**config.mk**
```make
export PLATFORM = sky130hd
export DESIGN_NAME = video_ports
export DESIGN_NICKNAME = d
export VERILOG_FILES = /design/src/rtl/video_pkg.sv /design/src/rtl/video_ports_edge_sync.sv /design/src/rtl/video_ports.sv
export SDC_FILE = /design/constraint.sdc
export NUM_CORES = 1
export LEC_CHECK = 0
export CAP_MARGIN = 30
export CORE_MARGIN = 2
export CORE_UTILIZATION = 30
export DETAILED_ROUTE_END_ITERATION = 12
export PLACE_DENSITY = 0.53
export SYNTH_ARGS = -nofsm -noshare
export SYNTH_HDL_FRONTEND = slang
export SYNTH_HIERARCHICAL = 1
export SYNTH_SLANG_ARGS = --single-unit
```
**constraint.sdc**
```tcl
create_clock -name clk_pix -period 2.7 [get_ports clk_pix]
set_input_delay 0.405 -clock clk_pix [delete_from_list [all_inputs] [get_ports clk_pix]]
set_output_delay 0.405 -clock clk_pix [all_outputs]
set_load 0.005 [all_outputs]
```
**src/rtl/video_pkg.sv**
```systemverilog
// Shared definitions for the video I/O register block.
// Holds the CPU port address map and the palette write FSM state type.
package video_pkg;

   localparam logic [7:0] PORT_CTL      = 8'h00;
   localparam logic [7:0] PORT_C        = 8'h01;
   localparam logic [7:0] PORT_B        = 8'h02;
   localparam logic [7:0] PORT_A        = 8'h03;
   localparam logic [7:0] PORT_PAL_BASE = 8'h0C;

   typedef enum logic [1:0] {
      IDLE,
      WAIT,
      PULSE
   } pal_state_t;

endpackage

```
**src/rtl/video_ports_edge_sync.sv**
```systemverilog
// Two-flop synchroniser followed by a rising-edge detector.
// Ports:
//   clk_pix - destination clock
//   reset   - asynchronous, active-high
//   din     - asynchronous level input
//   rise    - high for one clk_pix cycle after a synchronised 0->1 transition
module video_ports_edge_sync (
   input  logic clk_pix,
   input  logic reset,
   input  logic din,
   output logic rise
);

   logic sync1_q;
   logic sync2_q;
   logic prev_q;

   always_ff @(posedge clk_pix or posedge reset) begin
      if (reset) begin
         sync1_q <= 1'b0;
         sync2_q <= 1'b0;
         prev_q  <= 1'b0;
      end else begin
         sync1_q <= din;
         sync2_q <= sync1_q;
         prev_q  <= sync2_q;
      end
   end

   assign rise = sync2_q & ~prev_q;

endmodule

```
**src/rtl/video_ports.sv**
```systemverilog
// CPU-side I/O register block feeding the video display stage.
// Ports:
//   clk_pix, reset          - pixel clock, asynchronous active-high reset
//   io_addr/io_din/io_wr/io_rd/io_dout - CPU I/O cycle (clk_pix-synchronous strobes)
//   retrace, int_ack, int_req - frame interrupt from display retrace
//   scroll, border, mode512, ppi_c - PPI port A/B/C latches
//   pal_we, pal_data        - delayed, timed palette write strobe and its data
module video_ports
   import video_pkg::*;
#(
   parameter int unsigned PAL_DELAY  = 4,
   parameter int unsigned PAL_PULSE  = 8,
   parameter logic [7:0]  SCROLL_RST = 8'hFF
) (
   input  logic       clk_pix,
   input  logic       reset,
   input  logic [7:0] io_addr,
   input  logic [7:0] io_din,
   input  logic       io_wr,
   input  logic       io_rd,
   output logic [7:0] io_dout,
   input  logic       retrace,
   input  logic       int_ack,
   output logic       int_req,
   output logic [7:0] scroll,
   output logic [3:0] border,
   output logic       mode512,
   output logic [7:0] ppi_c,
   output logic       pal_we,
   output logic [7:0] pal_data
);

   localparam logic [3:0] DELAY_LOAD = 4'(PAL_DELAY - 1);
   localparam logic [3:0] PULSE_LOAD = 4'(PAL_PULSE - 1);

   logic [7:0] port_b_q;

   assign border  = port_b_q[3:0];
   assign mode512 = port_b_q[4];

   // PPI register writes and registered reads. A read in the same cycle as a
   // write samples the registers before the write lands.
   always_ff @(posedge clk_pix or posedge reset) begin
      if (reset) begin
         scroll   <= SCROLL_RST;
         port_b_q <= 8'h00;
         ppi_c    <= 8'h00;
         io_dout  <= 8'h00;
      end else begin
         if (io_wr) begin
            case (io_addr)
               PORT_A: scroll   <= io_din;
               PORT_B: port_b_q <= io_din;
               PORT_C: ppi_c    <= io_din;
               PORT_CTL: begin
                  if (io_din[7]) begin
                     scroll   <= 8'h00;
                     port_b_q <= 8'h00;
                     ppi_c    <= 8'h00;
                  end else begin
                     ppi_c[io_din[3:1]] <= io_din[0];
                  end
               end
               default: ;
            endcase
         end
         if (io_rd) begin
            case (io_addr)
               PORT_A:  io_dout <= scroll;
               PORT_B:  io_dout <= port_b_q;
               PORT_C:  io_dout <= ppi_c;
               default: io_dout <= 8'hFF;
            endcase
         end
      end
   end

   // Palette write sequencer
   pal_state_t state_q, state_d;
   logic [3:0] cnt_q, cnt_d;
   logic       pal_we_q, pal_we_d;
   logic [7:0] pal_data_q, pal_data_d;
   logic       pal_wr;

   assign pal_wr   = io_wr && (io_addr[7:2] == PORT_PAL_BASE[7:2]);
   assign pal_we   = pal_we_q;
   assign pal_data = pal_data_q;

   always_comb begin
      state_d    = state_q;
      cnt_d      = cnt_q;
      pal_we_d   = pal_we_q;
      pal_data_d = pal_data_q;
      unique case (state_q)
         IDLE: begin
            if (pal_wr) begin
               pal_data_d = io_din;
               cnt_d      = DELAY_LOAD;
               state_d    = WAIT;
            end
         end
         WAIT: begin
            if (pal_wr) begin
               pal_data_d = io_din;
               cnt_d      = DELAY_LOAD;
            end else if (cnt_q == 4'd0) begin
               pal_we_d = 1'b1;
               cnt_d    = PULSE_LOAD;
               state_d  = PULSE;
            end else begin
               cnt_d = cnt_q - 4'd1;
            end
         end
         PULSE: begin
            if (pal_wr) begin
               // Drop the strobe for one cycle, then re-pulse with the new data.
               pal_we_d   = 1'b0;
               pal_data_d = io_din;
               cnt_d      = 4'd0;
               state_d    = WAIT;
            end else if (cnt_q == 4'd0) begin
               pal_we_d = 1'b0;
               state_d  = IDLE;
            end else begin
               cnt_d = cnt_q - 4'd1;
            end
         end
         default: state_d = IDLE;
      endcase
   end

   always_ff @(posedge clk_pix or posedge reset) begin
      if (reset) begin
         state_q    <= IDLE;
         cnt_q      <= 4'd0;
         pal_we_q   <= 1'b0;
         pal_data_q <= 8'h00;
      end else begin
         state_q    <= state_d;
         cnt_q      <= cnt_d;
         pal_we_q   <= pal_we_d;
         pal_data_q <= pal_data_d;
      end
   end

   // Frame interrupt
   logic retrace_rise;

   video_ports_edge_sync u_retrace_sync (
      .clk_pix (clk_pix),
      .reset   (reset),
      .din     (retrace),
      .rise    (retrace_rise)
   );

   always_ff @(posedge clk_pix or posedge reset) begin
      if (reset) begin
         int_req <= 1'b0;
      end else if (retrace_rise) begin
         int_req <= 1'b1;
      end else if (int_ack) begin
         int_req <= 1'b0;
      end
   end

endmodule

```
==> run_results.csv, run 1 <==
group,metric,value,unit
drt,wire_per_inst,15.6,um
clocking,postCtsResizedCells,0,
worst_setup_path,critPathMaxFanout,9,
placed_design,dp_hpwl,5210,um
logic_synthesis,synth.distinct_cells,46,
drt,drc,0,
timing,report.final.slew_viol_count,0,
logic_synthesis,synth_edf_count,0,
worst_setup_path,endpoint_kind,"register",
floorplan,die_area,0.00987,mm2
drt,wl_met2,3120,um
timing,slew_headroom,0.492,
drt,vias,2291,
logic_synthesis,async_reset_ff_frac,1.00,
timing,setup-tns-final,0,ns
logic_synthesis,seq_area_frac_synth,0.472,
clocking,clk_latency,0.31,ns
logic_synthesis,postSynthCellCount,282,
worst_setup_path,max_stage_delay,0.66,ns
final_layout,nNetsFinal,368,
placed_design,place_area,0.00345,mm2
logic_synthesis,synth.ff_latch_count,51,
worst_setup_path,crit_path_top_delay_cell,"or4_1",
final_layout,fin_area,0.00354,mm2
logic_synthesis,synth_top_area_share,0.394,
floorplan,num_rows,34,
timing,grt_setup_unrepaired,"no",
timing,skew,0.0133,ns
global_routing,gr-total-overflow,0,
clocking,cts.clk_slew.worst_paths,0.10,ns
drt,wirelength,7020,um
worst_setup_path,worstSetupStartpointType,"primary input",
logic_synthesis,yosys.area.top_type,"dfrtp_1",
floorplan,fp.dieH,99.4,um
timing,worst_pin_slew,0.761,ns
timing,hold_viol_final,0,
global_routing,antenna_found_initial,0,
logic_synthesis,ys_top_cells_by_count,"43 x dfrtp_1, 29 x nand2_1, 27 x o21ai_0",
clocking,clk_path_buf_depth,2,
timing,fmaxAchievable,0.467,GHz
power_and_ir_drop,p_total,2110,uW
placed_design,dp_slack,0.227,ns
global_routing,grt_usage,0.146,
clocking,post-cts-setup-buffers,0,
floorplan,die_w,99.4,um
drt,drt.antenna.violating_nets,0,
worst_setup_path,crit_type,"in -> reg",
power_and_ir_drop,p_leak,0.00150,uW
power_and_ir_drop,ir_drop,0.000296,V
clocking,cts.sinks,51,
logic_synthesis,synth_ff_type,"dfrtp_1",
global_routing,grt_pass1_wl,11500,um
worst_setup_path,arrival,2.33,ns
logic_synthesis,synth_top_cells_by_area,"dfrtp_1 39%, dfstp_2 7.7%, o21ai_0 5.0%, mux2_2 5.0%, mux2i_1 4.0%",
min_path,hold_class,"in -> async",
logic_synthesis,yosys_warnings,6,
clocking,cts_root_buf,"clkbuf_8",
timing,period_needed,2.14,ns
timing,holdWs,0.319,ns
logic_synthesis,synth_area,0.00273,mm2
drt,wl_met1,3470,um
timing,finalCritPeriodShare,0.792,
worst_setup_path,worstPathCellList,"clkdlybuf4s50_1, or4_1, nor3_4, mux2_2",
global_routing,grt_pass1_vias,2147,
logic_synthesis,syn_avg_cell_area,9.67,um2
drt,firstDrtPassIters,5,
status,status,"finished, final reports clean",
drt,viasPerCell,5.10,
final_layout,area_delta_synth_final,29.9,%
clocking,numCtsBuffers,5,
drt,route.met3.wl,334,um
final_layout,drive_above_1_share,0.138,
power_and_ir_drop,powerDensity,596,mW/mm2
timing,setup_violations,0,
timing,timing.final.ws_setup,0.560,ns
run,drv_cap,0,
placed_design,port_buffers,60,
drt,highest_layer,"met4",
logic_synthesis,post-synth-top-count-cell,"dfrtp_1",
floorplan,io_pins,61,
floorplan,core,0.00876,mm2
placed_design,routabilityCongestion,0.800,
clocking,hold_buffers,0,
global_routing,grt_max_degree,36,
floorplan,initial_core_util,0.311,
final_layout,n_antenna_cell,0,
clocking,cts_tree,"built",
logic_synthesis,syn_nets,310,
clocking,cts_htree_levels,2,
worst_setup_path,required,2.90,ns
drt,first_iter_violations,147,
-- critical path: cells and delay by family --
family | cells | cell delay [ns]
multiplexers | 1 | 0.38
AND/OR/NAND/NOR | 2 | 1.10
buffers and inverters | 1 | 0.44
-- placed cells by master, fill, tap and decap left out, drive strengths merged, types with 4 or more instances in the layout --
cell	n
a21oi	21
a2bb2oi	8
a31oi	4
buf	10
clkbuf	5
clkdlybuf4s50	60
dfrtp	43
dfstp	8
ha	6
inv	13
mux2	12
mux2i	11
nand2	29
nand4	4
nor2	25
nor3	5
nor4	4
o21ai	27
-- where the power goes --
| group | internal, uW | leakage (uW) | switching (uW) |
|---|---|---|---|
| sequential | 868 | 0.000601 | 77.8 |
| clock | 193 | 0.0000502 | 282 |
| combinational | 346 | 0.000852 | 345 |
-- state kept, by name, indices dropped and copies added (netlist names) --
| register | cells |
|---|---|
| cnt_q | 4 |
| io_dout | 8 |
| ppi_c | 8 |
| port_b_q | 8 |
| pal_data | 8 |
| u_retrace_sync/prev_q | 1 |
| pal_we | 1 |
| int_req | 1 |
| scroll | 8 |
| state_q | 2 |
| u_retrace_sync/sync1_q | 1 |
| u_retrace_sync/sync2_q | 1 |
-- final timing paths --
kind	slack, ns	start	depth (start not counted)	end
min in group clk_pix	0.36	u_retrace_sync/sync1_q	0	u_retrace_sync/sync2_q
min	0.32	reset	2	u_retrace_sync/prev_q
max reg2reg	0.61	cnt_q[0]	5	state_q[1]
max in group asynchronous	1.49	reset	3	pal_data[7]
min reg2reg	0.36	u_retrace_sync/sync1_q	0	u_retrace_sync/sync2_q
max	0.56	io_addr[5]	4	pal_data[7]
-- logic make-up (layout without fill, tap and decap cells) --
| group | count (synthesis) | after routing | share of synthesized area |
|---|---|---|---|
| flip-flops | 51 | 51 | 0.472 |
| multiplexers | 23 | 23 | 0.0899 |
| AO/OA/AOI/OAI | 78 | 78 | 0.176 |
| AND/OR/NAND/NOR | 92 | 92 | 0.181 |
| adder cells (fa/ha/maj) | 6 | 6 | 0.0275 |
| buffers and inverters | 31 | 90 | 0.0505 |
| XOR/XNOR | 1 | 1 | 0.00321 |
-- final cells by class --
type | instances | area (um2)
repair buffers | 70 | 676
flip-flops and latches | 51 | 1290
clock buffers | 5 | 68.8
clock inverters | 3 | 28.8
fillers | 879 | 5220
multi-input cells | 200 | 1300
well taps | 108 | 135
inverters | 12 | 45.0
-- metrics by stage --
step / std cells / utilization
after detailed placement: 441 / 0.393
after global placement: 441 / 0.393
after floorplan: 282 / -
after global routing: 449 / 0.404
after CTS: 449 / 0.404
final: 449 / 0.404
-- per-layer routing --
layer  global-route usage  vias up
met5                    0        -
met4               0.0400        0
met3               0.0267        6
met2                0.212       70
met1                0.224     1092
li1                     -     1123
No activity file was read; power rests on OpenSTA's default activity.
==> run 2: changes to the inputs <==
Settings changed: PLACE_DENSITY 0.53 to 0.55.
Clock period 2.7 ns to 1.9 ns, I/O delays scaled along.
==> run 2 against run 1 <==
- register-to-register slack worse by 0.53 ns
- combinational power rose by 78%
- clock power up 60%
- first-iteration DRC count is 16% lower
- critical endpoint is now pal_we
- highest routed layer unchanged
- critical path type unchanged
==> run_results.csv, run 2 (synthesis gave the netlist of run 1 again) <==
group,metric,value,unit
status,status,"finished, final reports clean",
placed_design,dp.cells,478,
power_and_ir_drop,ir_drop,0.000469,V
placed_design,place_area,0.00375,mm2
worst_setup_path,worstSetupStartpointType,"primary input",
placed_design,routabilityCongestion,0.806,
floorplan,io_pins,61,
final_layout,multiInputGateArea,0.00133,mm2
worst_setup_path,arrival,2.03,ns
final_layout,nNetsFinal,406,
worst_setup_path,endpoint_kind,"register",
timing,report.final.slew_viol_count,0,
global_routing,grt_usage,0.154,
final_layout,drive_above_1_share,0.232,
floorplan,num_rows,34,
clocking,cts_tree,"built",
floorplan,die_w,99.4,um
drt,drt.antenna.violating_nets,0,
clocking,cts_root_buf,"clkbuf_8",
placed_design,dp_hpwl,5610,um
final_layout,final.fill_count,888,
final_layout,fin_cells,487,
clocking,numCtsBuffers,5,
drt,wire_per_inst,15.0,um
drt,firstDrtPassIters,4,
floorplan,core,0.00876,mm2
clocking,clk_path_buf_depth,2,
global_routing,grt_pass1_wl,12200,um
timing,finalCritPeriodShare,0.964,
worst_setup_path,crit_type,"in -> reg",
final_layout,seqCellArea,0.00129,mm2
drt,wirelength,7310,um
clocking,cts_htree_levels,2,
drt,first_iter_violations,123,
worst_setup_path,worstPathCellList,"clkdlybuf4s50_1, or4_4, nor2_2, mux2_2, a22o_1",
floorplan,fp.dieH,99.4,um
placed_design,dp_slack,-0.385,ns
floorplan,initial_core_util,0.311,
final_layout,fin_area,0.00389,mm2
timing,timing.final.ws_setup,0.0683,ns
timing,holdWs,0.178,ns
timing,slew_headroom,0.671,
worst_setup_path,critical_path.top_delay_family,"simple AND/OR/NAND/NOR gates",
drt,viasPerCell,4.97,
drt,vias,2421,
worst_setup_path,critPathBufInv,1,
timing,fmaxAchievable,0.546,GHz
worst_setup_path,crit_path_top_delay_cell,"or4_4",
timing,worst_pin_slew,0.492,ns
floorplan,die_area,0.00987,mm2
final_layout,area_delta_synth_final,42.7,%
clocking,cts.sinks,51,
placed_design,port_buffers,60,
clocking,cts.clk_slew.worst_paths,0.09,ns
min_path,hold_class,"in -> async",
timing,period_needed,1.83,ns
clocking,clk_latency,0.30,ns
run,drv_cap,0,
drt,drc,0,
worst_setup_path,critPathMaxFanout,6,
global_routing,gr-total-overflow,0,
global_routing,grt_max_degree,49,
final_layout,layout_commonest_cell,"clkdlybuf4s50_1",
final_layout,n_antenna_cell,0,
power_and_ir_drop,powerDensity,857,mW/mm2
timing,skew,0.00651,ns
final_layout,final_cell_mix,"60 x clkdlybuf4s50_1, 46 x buf_4, 43 x dfrtp_1",
timing,hold_viol_final,0,
global_routing,antenna_found_initial,0,
timing,grt_setup_unrepaired,"yes",
global_routing,grt_pass1_vias,2430,
worst_setup_path,required,2.10,ns
clocking,hold_buffers,0,
worst_setup_path,max_stage_delay,0.60,ns
timing,setup_violations,0,
power_and_ir_drop,p_leak,0.00170,uW
-- run 2: power breakdown --
group / switching [uW] / internal, uW
clock network: 368 / 393
logic: 555 / 676
registers: 108 / 1230
total: 1030 / 2300
-- run 2: final timing paths --
check | startpoint | endpoint | slack [ns] | cells past startpoint
max reg2reg | cnt_q[1] | state_q[1] | 0.08 | 5
min in group clk_pix | u_retrace_sync/sync1_q | u_retrace_sync/sync2_q | 0.36 | 0
max | io_addr[5] | pal_we | 0.07 | 5
max in group asynchronous | reset | scroll[5] | 1.25 | 3
min reg2reg | u_retrace_sync/sync1_q | u_retrace_sync/sync2_q | 0.36 | 0
min | reset | u_retrace_sync/sync1_q | 0.18 | 2
-- run 2: metal layers --
layer / track usage / routed length, um
met1: 0.216 / 3630
met3: 0.0267 / 278
met4: 0.0285 / 62
met5: 0 / 0
met2: 0.253 / 3340
-- run 2: stage by stage --
step / TNS (ns) / power (uW) / util
6_report: 0 / 3330 / 0.444
5_1_grt: -0.0417 / 3560 / 0.444
4_1_cts: 0 / 3340 / 0.441
3_5_place_dp: -7.73 / 2550 / 0.428
3_3_place_gp: -6.66 / 2530 / 0.428
2_1_floorplan: 0 / 1960 / -
-- run 2: layout make-up --
class	instances	share of cell area
Inverter	12	0.0116
Tap cell	108	0.0347
Clock buffer	6	0.0186
Multi-Input combinational cell	200	0.341
Timing Repair Buffer	108	0.253
Clock inverter	2	0.00965
Sequential cell	51	0.331
-- run 2: worst reg2reg max path, delay by kind of cell, from the launching register on --
kind	cells	cell delay (ns)
and+or+nand+nor	1	0.50
DFF	1	0.39
muxes	1	0.36
AOI/OAI and AO/OA	1	0.22
adders and majority gates	1	0.17
buffers and inverters	1	0.08
-- run 2: repair_timing --
item,4_1_cts,5_1_grt
setup buffers,0,1
setup endpoints to repair,8,6
gates resized for setup,2,4
==> run 3: changes to the inputs <==
Settings changed: CORE_UTILIZATION 30 to 34, PLACE_DENSITY 0.55 to 0.61, SYNTH_HIERARCHICAL 1 to not set.
==> run 3 against run 2 <==
- cell area down 3.1%
- maximum frequency shrank 1.6%
- sequential power hardly changed
- register-to-register slack about the same
- worst setup slack worse by 0.030 ns
- clock-buffer cell count shrank 1
- non-clock buffer count decreased by 12
- hold slack better by 0.064 ns
- total power fell by 5.4%
- global-route usage is 0.91 points higher
- largest cell class unchanged
- highest routed layer unchanged
==> run_results.csv, run 3 <==
group,metric,value,unit
floorplan,num_rows,32,
placed_design,routabilityCongestion,0.819,
logic_synthesis,async_reset_ff_frac,1.00,
worst_setup_path,worstSetupStartpointType,"primary input",
drt,first_iter_violations,98,
clocking,cts.sinks,51,
logic_synthesis,yosys_warnings,0,
timing,hold_viol_final,0,
placed_design,dp_hpwl,5150,um
final_layout,n_antenna_cell,0,
global_routing,grt_pass1_wl,11300,um
floorplan,io_pins,61,
timing,skew,0.00685,ns
final_layout,final_cell_mix,"60 x clkdlybuf4s50_1, 43 x dfrtp_1, 34 x buf_4",
drt,wire_per_inst,14.7,um
placed_design,place_area,0.00366,mm2
timing,worst_pin_slew,0.520,ns
placed_design,dp.cells,454,
power_and_ir_drop,ir_drop,0.000521,V
final_layout,multiInputGateArea,0.00132,mm2
worst_setup_path,arrival,2.06,ns
timing,period_needed,1.86,ns
clocking,cts_tree,"built",
floorplan,initial_core_util,0.351,
timing,fmaxAchievable,0.537,GHz
global_routing,busiest_layer,"met2",
global_routing,met3_usage,0.0282,
global_routing,grt_max_degree,30,
timing,report.final.slew_viol_count,0,
run,drv_cap,0,
global_routing,grt_usage,0.163,
final_layout,layout_commonest_cell,"clkdlybuf4s50_1",
clocking,cts.clk_slew.worst_paths,0.09,ns
logic_synthesis,seq_area_frac_synth,0.471,
worst_setup_path,required,2.10,ns
global_routing,gr-total-overflow,0,
drt,wirelength,6820,um
worst_setup_path,crit_type,"in -> reg",
floorplan,core,0.00777,mm2
timing,finalCritPeriodShare,0.980,
logic_synthesis,synth_edf_count,0,
drt,firstDrtPassIters,4,
logic_synthesis,synth_ff_type,"dfrtp_1",
drt,drc,0,
final_layout,area_delta_synth_final,38.1,%
final_layout,fin_area,0.00377,mm2
global_routing,grt_pass1_vias,2305,
global_routing,antenna_found_initial,0,
final_layout,nNetsFinal,388,
logic_synthesis,synth.ff_latch_count,51,
logic_synthesis,syn_nets,303,
logic_synthesis,synth_top_cells_by_area,"dfrtp_1 39%, dfstp_2 7.7%, mux2_2 5.8%, o21ai_0 4.0%, mux2i_1 3.7%",
placed_design,dp_slack,-0.336,ns
logic_synthesis,postSynthCellCount,275,
logic_synthesis,synth_area,0.00273,mm2
clocking,cts_root_buf,"clkbuf_8",
worst_setup_path,critical_path.top_delay_family,"simple AND/OR/NAND/NOR gates",
logic_synthesis,post-synth-top-count-cell,"dfrtp_1",
floorplan,fp.dieH,93.6,um
final_layout,final.fill_count,772,
clocking,post-cts-setup-buffers,0,
clocking,numCtsBuffers,5,
status,status,"finished, final reports clean",
final_layout,drive_above_1_share,0.230,
timing,slew_headroom,0.652,
timing,setup_violations,0,
drt,vias,2373,
global_routing,grt_use_met1,0.224,
global_routing,met2_usage,0.266,
clocking,clk_latency,0.31,ns
placed_design,port_buffers,60,
power_and_ir_drop,powerDensity,836,mW/mm2
logic_synthesis,synth_top_area_share,0.394,
floorplan,die_area,0.00876,mm2
worst_setup_path,max_stage_delay,0.56,ns
power_and_ir_drop,p_leak,0.00160,uW
floorplan,die_w,93.6,um
timing,setup-tns-final,0,ns
clocking,clk_path_buf_depth,2,
worst_setup_path,critPathMaxFanout,2,
drt,viasPerCell,5.13,
logic_synthesis,yosys.area.top_type,"dfrtp_1",
final_layout,fin_util,0.485,
worst_setup_path,worstPathCellList,"clkdlybuf4s50_1, or4_4, or2_4, a22oi_2, mux2_2",
timing,timing.final.ws_setup,0.0384,ns
logic_synthesis,synth.distinct_cells,52,
clocking,cts_htree_levels,2,
worst_setup_path,crit_path_top_delay_cell,"or4_4",
final_layout,fin_cells,463,
logic_synthesis,syn_avg_cell_area,9.92,um2
min_path,hold_class,"in -> async",
drt,drt.antenna.violating_nets,0,
logic_synthesis,ys_top_cells_by_count,"43 x dfrtp_1, 25 x nor2_1, 24 x nand2_1",
final_layout,seqCellArea,0.00129,mm2
timing,grt_setup_unrepaired,"yes",
worst_setup_path,critPathBufInv,1,
worst_setup_path,endpoint_kind,"register",
## run 3: cell count changes after synthesis, sizes merged, moves of 3 or more
cell    change
nor4        -3
nand4       -3
a21oi       -4
nor2b       -3
a31oi       -3
and4b       -3
nand3       +3
nand2       -5
o22ai       +4
nand4b      +4
o31ai       +5
## run 3: cells by family after synthesis
logic type	Yosys count	share of synthesized area
AOI/OAI and AO/OA	79	0.191
xor gates and xnor gates	1	0.00321
adders and majority gates	6	0.0275
buffers and inverters	32	0.0532
DFF	51	0.471
muxes	24	0.0945
and+or+nand+nor	82	0.159
## run 3: final cells by class
type                       count  share of cell area
multi-input combinational    193               0.351
sequential                    51               0.341
timing repair buffer          96               0.238
tap                          102              0.0339
clock buffer                   5              0.0183
inverter                      13              0.0129
clock inverter                 3             0.00498
## run 3: power by group
part	total (uW)	internal, uW	switching (uW)	leakage (uW)
Clock	641	260	380	0.0000483
Combinational	1160	622	541	0.000945
Sequential	1350	1230	118	0.000607
## run 3: routing by layer
metal  wire, um  vias up
li1           -     1160
met2       3260       53
met1       3200     1151
met5          0        -
met4        101        0
met3        252        9
## run 3: per-stage QoR
stage	power (uW)	hold slack [ns]
after floorplan	2030	0.316
after detailed placement	2500	0.336
after global placement	2480	0.334
after CTS	3150	0.253
after global routing	3360	0.263
final	3150	0.242
## run 3: repair_timing
action                     in CTS  in global routing
setup endpoints to repair       0                 15
resized for setup               0                  6
hold buffers                    0                  0
## run 3: path summary, 6_finish.rpt
kind	startpoint	to	slack, ns	depth (start not counted)
max in group asynchronous	reset	scroll[4]	1.13	3
setup reg to reg	cnt_q[0]	state_q[0]	0.08	6
setup / recovery	io_addr[7]	state_q[0]	0.04	5
hold / removal	reset	cnt_q[2]	0.24	2
min in group clk_pix	u_retrace_sync.sync1_q	u_retrace_sync.sync2_q	0.36	0
hold reg to reg	u_retrace_sync.sync1_q	u_retrace_sync.sync2_q	0.36	0
